===== config.mk =====
export PLATFORM = sky130hd
export DESIGN_NAME = matrix_loader
export DESIGN_NICKNAME = d
export VERILOG_FILES = /design/src/rtl/matrix_pkg.sv /design/src/rtl/bank_decoder.sv /design/src/rtl/matrix_loader.sv
export SDC_FILE = /design/constraint.sdc
export NUM_CORES = 1
export LEC_CHECK = 0
export CAP_MARGIN = 5
export CORE_MARGIN = 4
export CORE_UTILIZATION = 44
export CTS_BUF_LIST = sky130_fd_sc_hd__clkbuf_16
export CTS_CLUSTER_SIZE = 40
export DETAILED_ROUTE_END_ITERATION = 16
export GPL_TIMING_DRIVEN = 0
export PLACE_DENSITY = 0.8
export RECOVER_POWER = 50
export SLEW_MARGIN = 0
export SYNTH_ARGS = -nofsm -noshare
export SYNTH_HDL_FRONTEND = slang
export SYNTH_SLANG_ARGS = --single-unit

===== constraint.sdc =====
create_clock -name CLK -period 2.18 [get_ports CLK]
set_clock_uncertainty 0.05 [all_clocks]
set_input_delay 0.327 -clock CLK [delete_from_list [all_inputs] [get_ports CLK]]
set_output_delay 0.327 -clock CLK [all_outputs]
set_load 0.1 [all_outputs]

===== src/rtl/matrix_pkg.sv =====
// Shared matrix memory definitions: target selector, loader FSM states and the
// element counts the read-side counters rely on.
package matrix_pkg;

  localparam int A_LEN = 16384;
  localparam int B_LEN = 128;
  localparam int C_LEN = 128;

  typedef enum logic [1:0] {
    SEL_A   = 2'd0,
    SEL_B   = 2'd1,
    SEL_C   = 2'd2,
    SEL_BAD = 2'd3
  } sel_t;

  typedef enum logic [1:0] {
    IDLE  = 2'd0,
    LOAD  = 2'd1,
    DRAIN = 2'd2,
    DONE  = 2'd3
  } ldr_state_t;

  function automatic logic sel_is_legal(input logic [1:0] s);
    return s != SEL_BAD;
  endfunction

endpackage


===== src/rtl/bank_decoder.sv =====
// Maps a linear element index onto a bank (one-hot) and a row inside that bank:
// bank = idx % NBANK, addr = idx / NBANK. Purely combinational.
module bank_decoder #(
  parameter int NBANK = 32,
  parameter int AW    = 14,
  parameter int IW    = 15
) (
  input  logic [IW-1:0]    idx_i,
  output logic [NBANK-1:0] bank_o,
  output logic [AW-1:0]    addr_o
);
  import matrix_pkg::*;

  localparam int BW = $clog2(NBANK);

  logic [IW-1:0] bank_idx;

  // NBANK is a power of two, so the modulo reduces to a mask.
  assign bank_idx = idx_i & IW'(NBANK - 1);
  assign bank_o   = NBANK'(1) << bank_idx;
  assign addr_o   = AW'(idx_i >> BW);

endmodule


===== src/rtl/matrix_loader.sv =====
// Stream-to-bank writer for matrices A/B/C with a one-cycle registered write port.
// Optional LOADER_CHECKSUM_EN adds a 32-bit running sum of the written elements.
module matrix_loader #(
  parameter int DW    = 8,
  parameter int NBANK = 32,
  parameter int AW    = 14,
  parameter int A_LEN = matrix_pkg::A_LEN,
  parameter int B_LEN = matrix_pkg::B_LEN,
  parameter int C_LEN = matrix_pkg::C_LEN
) (
  input  logic             CLK,
  input  logic             RSTN,
  input  logic             start,
  input  logic [1:0]       sel,
  input  logic             in_valid,
  output logic             in_ready,
  input  logic [DW-1:0]    in_data,
  input  logic             in_last,
  output logic [NBANK-1:0] wr_en,
  output logic [1:0]       wr_sel,
  output logic [AW-1:0]    wr_addr,
  output logic [DW-1:0]    wr_data,
  output logic             busy,
  output logic             load_done,
  output logic             load_err
`ifdef LOADER_CHECKSUM_EN
  ,
  output logic [31:0]      checksum
`endif
);
  import matrix_pkg::*;

  localparam int IW = $clog2(A_LEN) + 1;

  ldr_state_t       state_q, state_d;
  sel_t             sel_q, sel_d;
  logic [IW-1:0]    len_q, len_d;
  logic [IW-1:0]    idx_q, idx_d;
  logic             err_q, err_d;

  logic [NBANK-1:0] wr_en_q;
  sel_t             wr_sel_q;
  logic [AW-1:0]    wr_addr_q;
  logic [DW-1:0]    wr_data_q;

  logic             hs;
  logic             start_ok;
  logic             at_end;
  logic [IW-1:0]    last_idx;
  logic [NBANK-1:0] bank_oh;
  logic [AW-1:0]    bank_addr;

  function automatic logic [IW-1:0] len_of(input logic [1:0] s);
    case (s)
      SEL_A:   len_of = IW'(A_LEN);
      SEL_B:   len_of = IW'(B_LEN);
      default: len_of = IW'(C_LEN);
    endcase
  endfunction

  assign hs       = in_ready & in_valid;
  assign start_ok = (state_q == IDLE) & start & sel_is_legal(sel);
  assign last_idx = len_q - IW'(1);
  assign at_end   = (idx_q == last_idx);

  bank_decoder #(
    .NBANK (NBANK),
    .AW    (AW),
    .IW    (IW)
  ) u_bank_decoder (
    .idx_i  (idx_q),
    .bank_o (bank_oh),
    .addr_o (bank_addr)
  );

  always_comb begin
    state_d   = state_q;
    sel_d     = sel_q;
    len_d     = len_q;
    idx_d     = idx_q;
    err_d     = err_q;
    in_ready  = 1'b0;
    busy      = 1'b0;
    load_done = 1'b0;
    case (state_q)
      IDLE: begin
        if (start) begin
          if (sel_is_legal(sel)) begin
            state_d = LOAD;
            sel_d   = sel_t'(sel);
            len_d   = len_of(sel);
            idx_d   = '0;
            err_d   = 1'b0;
          end else begin
            err_d   = 1'b1;
          end
        end
      end
      LOAD: begin
        in_ready = 1'b1;
        busy     = 1'b1;
        if (in_valid) begin
          idx_d = idx_q + IW'(1);
          // Stream ends on whichever comes first; a disagreement is a length error.
          if (at_end || in_last) begin
            state_d = DRAIN;
            err_d   = err_q | (at_end != in_last);
          end
        end
      end
      DRAIN: begin
        busy    = 1'b1;
        state_d = DONE;
      end
      DONE: begin
        load_done = 1'b1;
        state_d   = IDLE;
      end
      default: state_d = IDLE;
    endcase
  end

  always_ff @(posedge CLK or negedge RSTN) begin
    if (!RSTN) begin
      state_q <= IDLE;
      sel_q   <= SEL_A;
      len_q   <= '0;
      idx_q   <= '0;
      err_q   <= 1'b0;
    end else begin
      state_q <= state_d;
      sel_q   <= sel_d;
      len_q   <= len_d;
      idx_q   <= idx_d;
      err_q   <= err_d;
    end
  end

  // Write port register stage: handshake in cycle t appears on the banks in t+1.
  always_ff @(posedge CLK or negedge RSTN) begin
    if (!RSTN) begin
      wr_en_q   <= '0;
      wr_sel_q  <= SEL_A;
      wr_addr_q <= '0;
      wr_data_q <= '0;
    end else begin
      wr_en_q <= hs ? bank_oh : '0;
      if (hs) begin
        wr_sel_q  <= sel_q;
        wr_addr_q <= bank_addr;
        wr_data_q <= in_data;
      end
    end
  end

  assign wr_en    = wr_en_q;
  assign wr_sel   = wr_sel_q;
  assign wr_addr  = wr_addr_q;
  assign wr_data  = wr_data_q;
  assign load_err = err_q;

`ifdef LOADER_CHECKSUM_EN
  logic [31:0] csum_q;

  always_ff @(posedge CLK or negedge RSTN) begin
    if (!RSTN) begin
      csum_q <= '0;
    end else if (start_ok) begin
      csum_q <= '0;
    end else if (hs) begin
      csum_q <= csum_q + 32'(in_data);
    end
  end

  assign checksum = csum_q;
`else
  logic unused_start_ok;
  assign unused_start_ok = start_ok;
`endif

endmodule


Word-level counts from Yosys, hierarchy flattened
Index checks and enable logic that the tools add are counted.
{"block": "op_classes", "mux": 19, "addsub": 2, "bitwise_logic": 2, "eq_ne": 10, "shifts": 1, "reduce_logical": 9}
{"cell": "15-bit two-way mux", "count": 4}
{"cell": "32-bit two-way mux", "count": 1}
{"cell": "1-bit by 5-bit left shift with 32-bit output, first input constant", "count": 1}
{"cell": "15-bit one-hot mux with 2 select lines", "count": 1}
{"cell": "15-bit by 1-bit adder with 15-bit output, second input constant", "count": 1}
{"cell": "15-bit == test", "count": 1}
{"cell": "15-bit by 1-bit subtractor with 15-bit output, second input constant", "count": 1}
{"cell": "4-bit AND reduction", "count": 3}
{"cell": "2-bit two-way mux", "count": 4}
{"cell": "2-bit != test, second input constant", "count": 4}
{"cell": "2-bit one-hot mux with 4 select lines", "count": 1}
{"cell": "1-bit two-way mux", "count": 7}
{"cell": "2-bit == test, second input constant", "count": 2}
{"cell": "2-bit logical NOT", "count": 2}
{"cell": "3-bit AND reduction", "count": 1}
{"cell": "2-bit by 1-bit == test with 1-bit output, second input constant", "count": 1}
{"cell": "2-bit by 1-bit != test with 1-bit output, second input constant", "count": 1}
{"cell": "1-bit one-hot mux with 2 select lines", "count": 1}
{"cell": "2-bit nonzero test", "count": 1}
{"cell": "2-bit OR reduction", "count": 1}
{"cell": "1-bit bitwise AND", "count": 1}
{"cell": "1-bit logical OR", "count": 1}
{"cell": "1-bit != test", "count": 1}
{"cell": "1-bit bitwise OR", "count": 1}
{"block": "word_totals", "output_inout_bits": 60, "in_bits": 15, "regBits": 87, "word_cells": 52}

Logic depth before layout (Yosys ltp)
{"block": "depth", "ltp_word": 7, "depth_mapped": 10, "ltp_nobuf": 9}

Hierarchy
From an unflattened synthesis, not the netlist that was laid out.
{"block": "unflattened", "cells_unflattened": 320, "hier_area_um2": 3480.8}
{"module": "matrix_loader", "area_each_um2": 3158.0, "n_inst": 1, "cells_per_inst": 258, "seq_area_each_um2": 1951.9}
{"module": "bank_decoder", "area_each_um2": 322.8, "n_inst": 1, "cells_per_inst": 62, "seq_area_each_um2": 0.0}

Least setup slack after synthesis
OpenSTA, ideal clock, no wires.
{"block": "synth_timing", "path_type": "reg2reg", "startpoint": "reg state_q[1]", "endpoint": "reg idx_q[13]", "setup_slack_ns": -0.429, "stages_incl_launch_ff": 8, "required_time_ns": 2.061, "period_less_slack_ns": 2.609, "setup_time_ns": 0.069, "path_buffers": 1, "t_arrival_ns": 2.490, "cell_sequence": "dfrtp_1 inv_1 ha_1 buf_2 nand2_1 a21o_1 or4_1 nand3_1"}
{"block": "synth_via", "elab_chain_cells": 3, "elab_cells_between_ends": 8, "cone_classes": "eq/ne: 4; mux: 1; reduce/logical: 3"}
{"item": "start: declaration", "line": "matrix_loader.sv:35", "source": "ldr_state_t state_q, state_d;"}
{"item": "start signal: assignment", "line": "matrix_loader.sv:131", "source": "state_q <= state_d;"}
{"item": "2-bit by 1-bit == test with 1-bit output or 2-bit logical NOT (tied branches)", "line": "matrix_loader.sv:85", "source": "case (state_q)"}
{"item": "2-bit != test (no source line) (tied with other cells)"}
{"item": "4-bit AND reduction (no source line)"}
{"item": "end signal: assignment", "line": "matrix_loader.sv:134", "source": "idx_q <= idx_d;"}
{"item": "end: declaration", "line": "matrix_loader.sv:38", "source": "logic [IW-1:0] idx_q, idx_d;"}
Parallel ways exist; a longest one is shown, timed or not.
A chain may end at the register's enable or synchronous reset.

Worst setup path in the final report
{"block": "layout_timing", "startpoint": "reg idx_q[9]", "endpoint": "reg state_q[1]"}
{"block": "layout_via", "elab_chain_cells": 4}
{"item": "15-bit == test", "line": "matrix_loader.sv:64", "source": "assign at_end = (idx_q == last_idx);"}
{"item": "1-bit logical OR", "line": "matrix_loader.sv:105", "source": "if (at_end || in_last) begin"}
{"item": "2-bit != test (no source line)"}
{"item": "4-bit AND reduction (no source line)"}
Every way passes these cells.

==> run summary <==
initial antenna violation count: 0
CTS Buf Count: 9
CTS root buffer: clkbuf_16
Setup TNS: -0.117 ns
post-synthesis sequential area ratio: 59.6%
synth top area cells: dfrtp_1 (60%), mux2_2 (7.2%), ha_1 (4.4%)
Via density: 5.07
Layout Cells excl Fill: 473
largest net degree at the start of global routing: 75
PD cells: 1270 nW/um2
# H-tree levels: 3
warnings from Yosys: 0
number of synthesized flops with an enable pin: 0
final hold slack: 0.409 ns
Initial Util: 45.5%
DP HPWL: 4550 um
Unique masters post-synth: 40
Die Y: 92.0 um
first-pass GRT wire length: 12000 um
# port buffers: 70
final-layout fill cell count: 542
DRC: 0
RSZ-0062 raised after global routing: true
Max Buffers Root-to-Sink: 2
maximum VDD drop: 0.608 mV
startpoint types: register
final setup fails: 1
CTS tree: done
clock sink count: 74
row cnt: 30
Max-slew headroom: -16.0%
Final Net Count: 398
Remaining Overflow, GRT: 0
Req. time, crit path: 2.35 ns
Hold/Removal Path Class: in2async
final hold vios: 0
post-route setup slack: -0.117 ns
routability cong.: 0.889
drt initial violations: 178
fraction of final layout cells sized beyond drive strength 1: 20.7%
core area: 6830 um2
placed cells: 445
Final min period: 2.30 ns
critical path endpoint category: register
fmax: 0.435 GHz
worst-path fanout max: 6
max cap viols: 1
Lkg Pwr: 0.00245 uW
I/O Pins: 75
Avg Inst Size Synth: 11.3 um2
status: complete, but fails checks
ys async rst share: 100%
mapped cell area: 3110 um2
crit path DAT: 2.46 ns
Global Route Usage Sum: 17.9%
routed wire length: 6910 um
Synth Register Bits: 74
final slew viol count: 75
vias in the first global route: 2523
cells after synthesis: 276
Synth area leader: dfrtp_1
Reg clk slew, reported paths: 0.06 ns
post-route ant nets: 0
critical path type: reg2reg
via count: 2399
Tcrit/Tclk final: 105%
# diodes: 0
area grow syn2layout: 41.5%
worst slew pin tran: 1.74 ns
Detailed Routing Iterations Pass 1: 4
clk_lat worst skew: 0.33 ns
Main synth FF type: dfrtp_1
Synth top area share: 59.6%
die area: 8470 um2
wire per inst: 14.6 um
failing checks: capacitance limit, slew limit, setup timing
die width: 92.0 um
-- final timing paths --
kind | from | to | slack [ns] | cells past startpoint
max | idx_q[9]$_DFFE_PN0P_ | state_q[1]$_DFFE_PN0P_ | -0.12 | 10
min | RSTN | wr_en[11]$_DFF_PN0_ | 0.41 | 1
max reg2reg | idx_q[9]$_DFFE_PN0P_ | state_q[1]$_DFFE_PN0P_ | -0.12 | 10
min reg2reg | wr_sel[1]$_DFFE_PN0P_ | wr_sel[1]$_DFFE_PN0P_ | 0.44 | 2
max in group asynchronous | RSTN | idx_q[13]$_DFFE_PN0P_ | 0.51 | 1
min in group CLK | wr_sel[1]$_DFFE_PN0P_ | wr_sel[1]$_DFFE_PN0P_ | 0.44 | 2
-- synth_stat cells, drive strengths merged, types with 3 or more instances --
| cell type | n |
|---|---|
| a21oi | 8 |
| ha | 11 |
| clkbuf | 3 |
| nand4 | 6 |
| nand3 | 6 |
| or4 | 3 |
| dfrtp | 74 |
| inv | 13 |
| o21a | 3 |
| mux2 | 20 |
| nor2 | 33 |
| buf | 10 |
| o31ai | 5 |
| and2 | 3 |
| and3 | 3 |
| nor3 | 6 |
| nand2 | 28 |
| o21ai | 11 |
-- cells in the final DEF, fill, tap and decap left out, drive strengths merged, types with 4 or more instances in the layout --
master         synthesis  layout
dlygate4sd2            0      26
nor2                  33      33
o21ai                 11      11
nand2                 28      28
nand4                  6       6
buf                   10      23
mux2                  20      20
a21oi                  8       8
clkdlybuf4s50          0      18
conb                   1       4
dfrtp                 74      74
nor3                   6       6
nand3                  6       6
inv                   13      14
clkinv                 0       4
dlymetal6s2s           0      22
ha                    11      11
clkbuf                 3      13
o31ai                  5       5
-- flip-flops by register name, indices dropped and copies added, names as in the netlist --
| register | count |
|---|---|
| wr_en | 32 |
| wr_addr | 10 |
| wr_sel | 2 |
| sel_q | 2 |
| state_q | 2 |
| load_err | 1 |
| len_q | 2 |
| wr_data | 8 |
| idx_q | 15 |
-- through the flow --
stage               cell area, um2  setup WS (ns)  total power (uW)  utilization (%)
finish                        4400         -0.117              5580             64.4
global placement              3950          -1.62              4150             57.9
floorplan                     3130         0.0354              3640                -
CTS                           4340        -0.0491              5590             63.5
detailed placement            3950         -0.221              4180             57.8
global route                  4400         -0.177              5850             64.4
-- worst max-delay path: stages, from the launching register on --
cell and delay (ns):
dfrtp_2 0.41, buf_4 0.16, nor3_2 0.22, nand4_1 0.16
o31ai_1 0.10, nand3_1 0.13, ha_2 0.19, nor2b_2 0.12
o22ai_2 0.09, a31oi_2 0.19, mux2_2 0.36
-- cell type report --
| class | count | area, um2 | share of cell area (%) |
|---|---|---|---|
| clock buffers | 9 | 225 | 5.12 |
| repair buffers | 82 | 806 | 18.3 |
| well taps | 96 | 120 | 2.73 |
| flip-flops and latches | 74 | 1860 | 42.2 |
| inverters | 13 | 48.8 | 1.11 |
| multi-input cells | 179 | 1200 | 27.2 |
| plain buffers | 13 | 75.1 | 1.71 |
| clock inverters | 7 | 68.8 | 1.56 |
-- cells by family after synthesis --
kind of cell	share of synthesized area, %
simple gates	14.7
buf+inv	3.86
compound gates	8.86
fa+ha+maj	4.43
mux	7.89
xor+xnor	0.564
other cells	0.121
flops	59.6
-- routing by layer --
layer  part of all wire [%]  vias up  GRT usage [%]
met5                      0        -              0
met4                    2.8        0           7.55
met3                    5.4       17           4.76
met2                     50       82           30.8
met1                     41     1162           21.1
li1                       -     1138              -
-- power breakdown --
part	internal (uW)	leakage, uW	switching [uW]
logic	605	0.00132	1810
registers	1590	0.000988	145
clock network	882	0.000143	547
-- what timing repair did --
action,in CTS,in global routing
pin swaps,5,6
hold endpoints to repair,0,0
gates resized for setup,43,33
setup buffers,13,1
hold buffers,0,0
endpoints found under the setup margin,31,50
(Power assumes the default switching activity.)
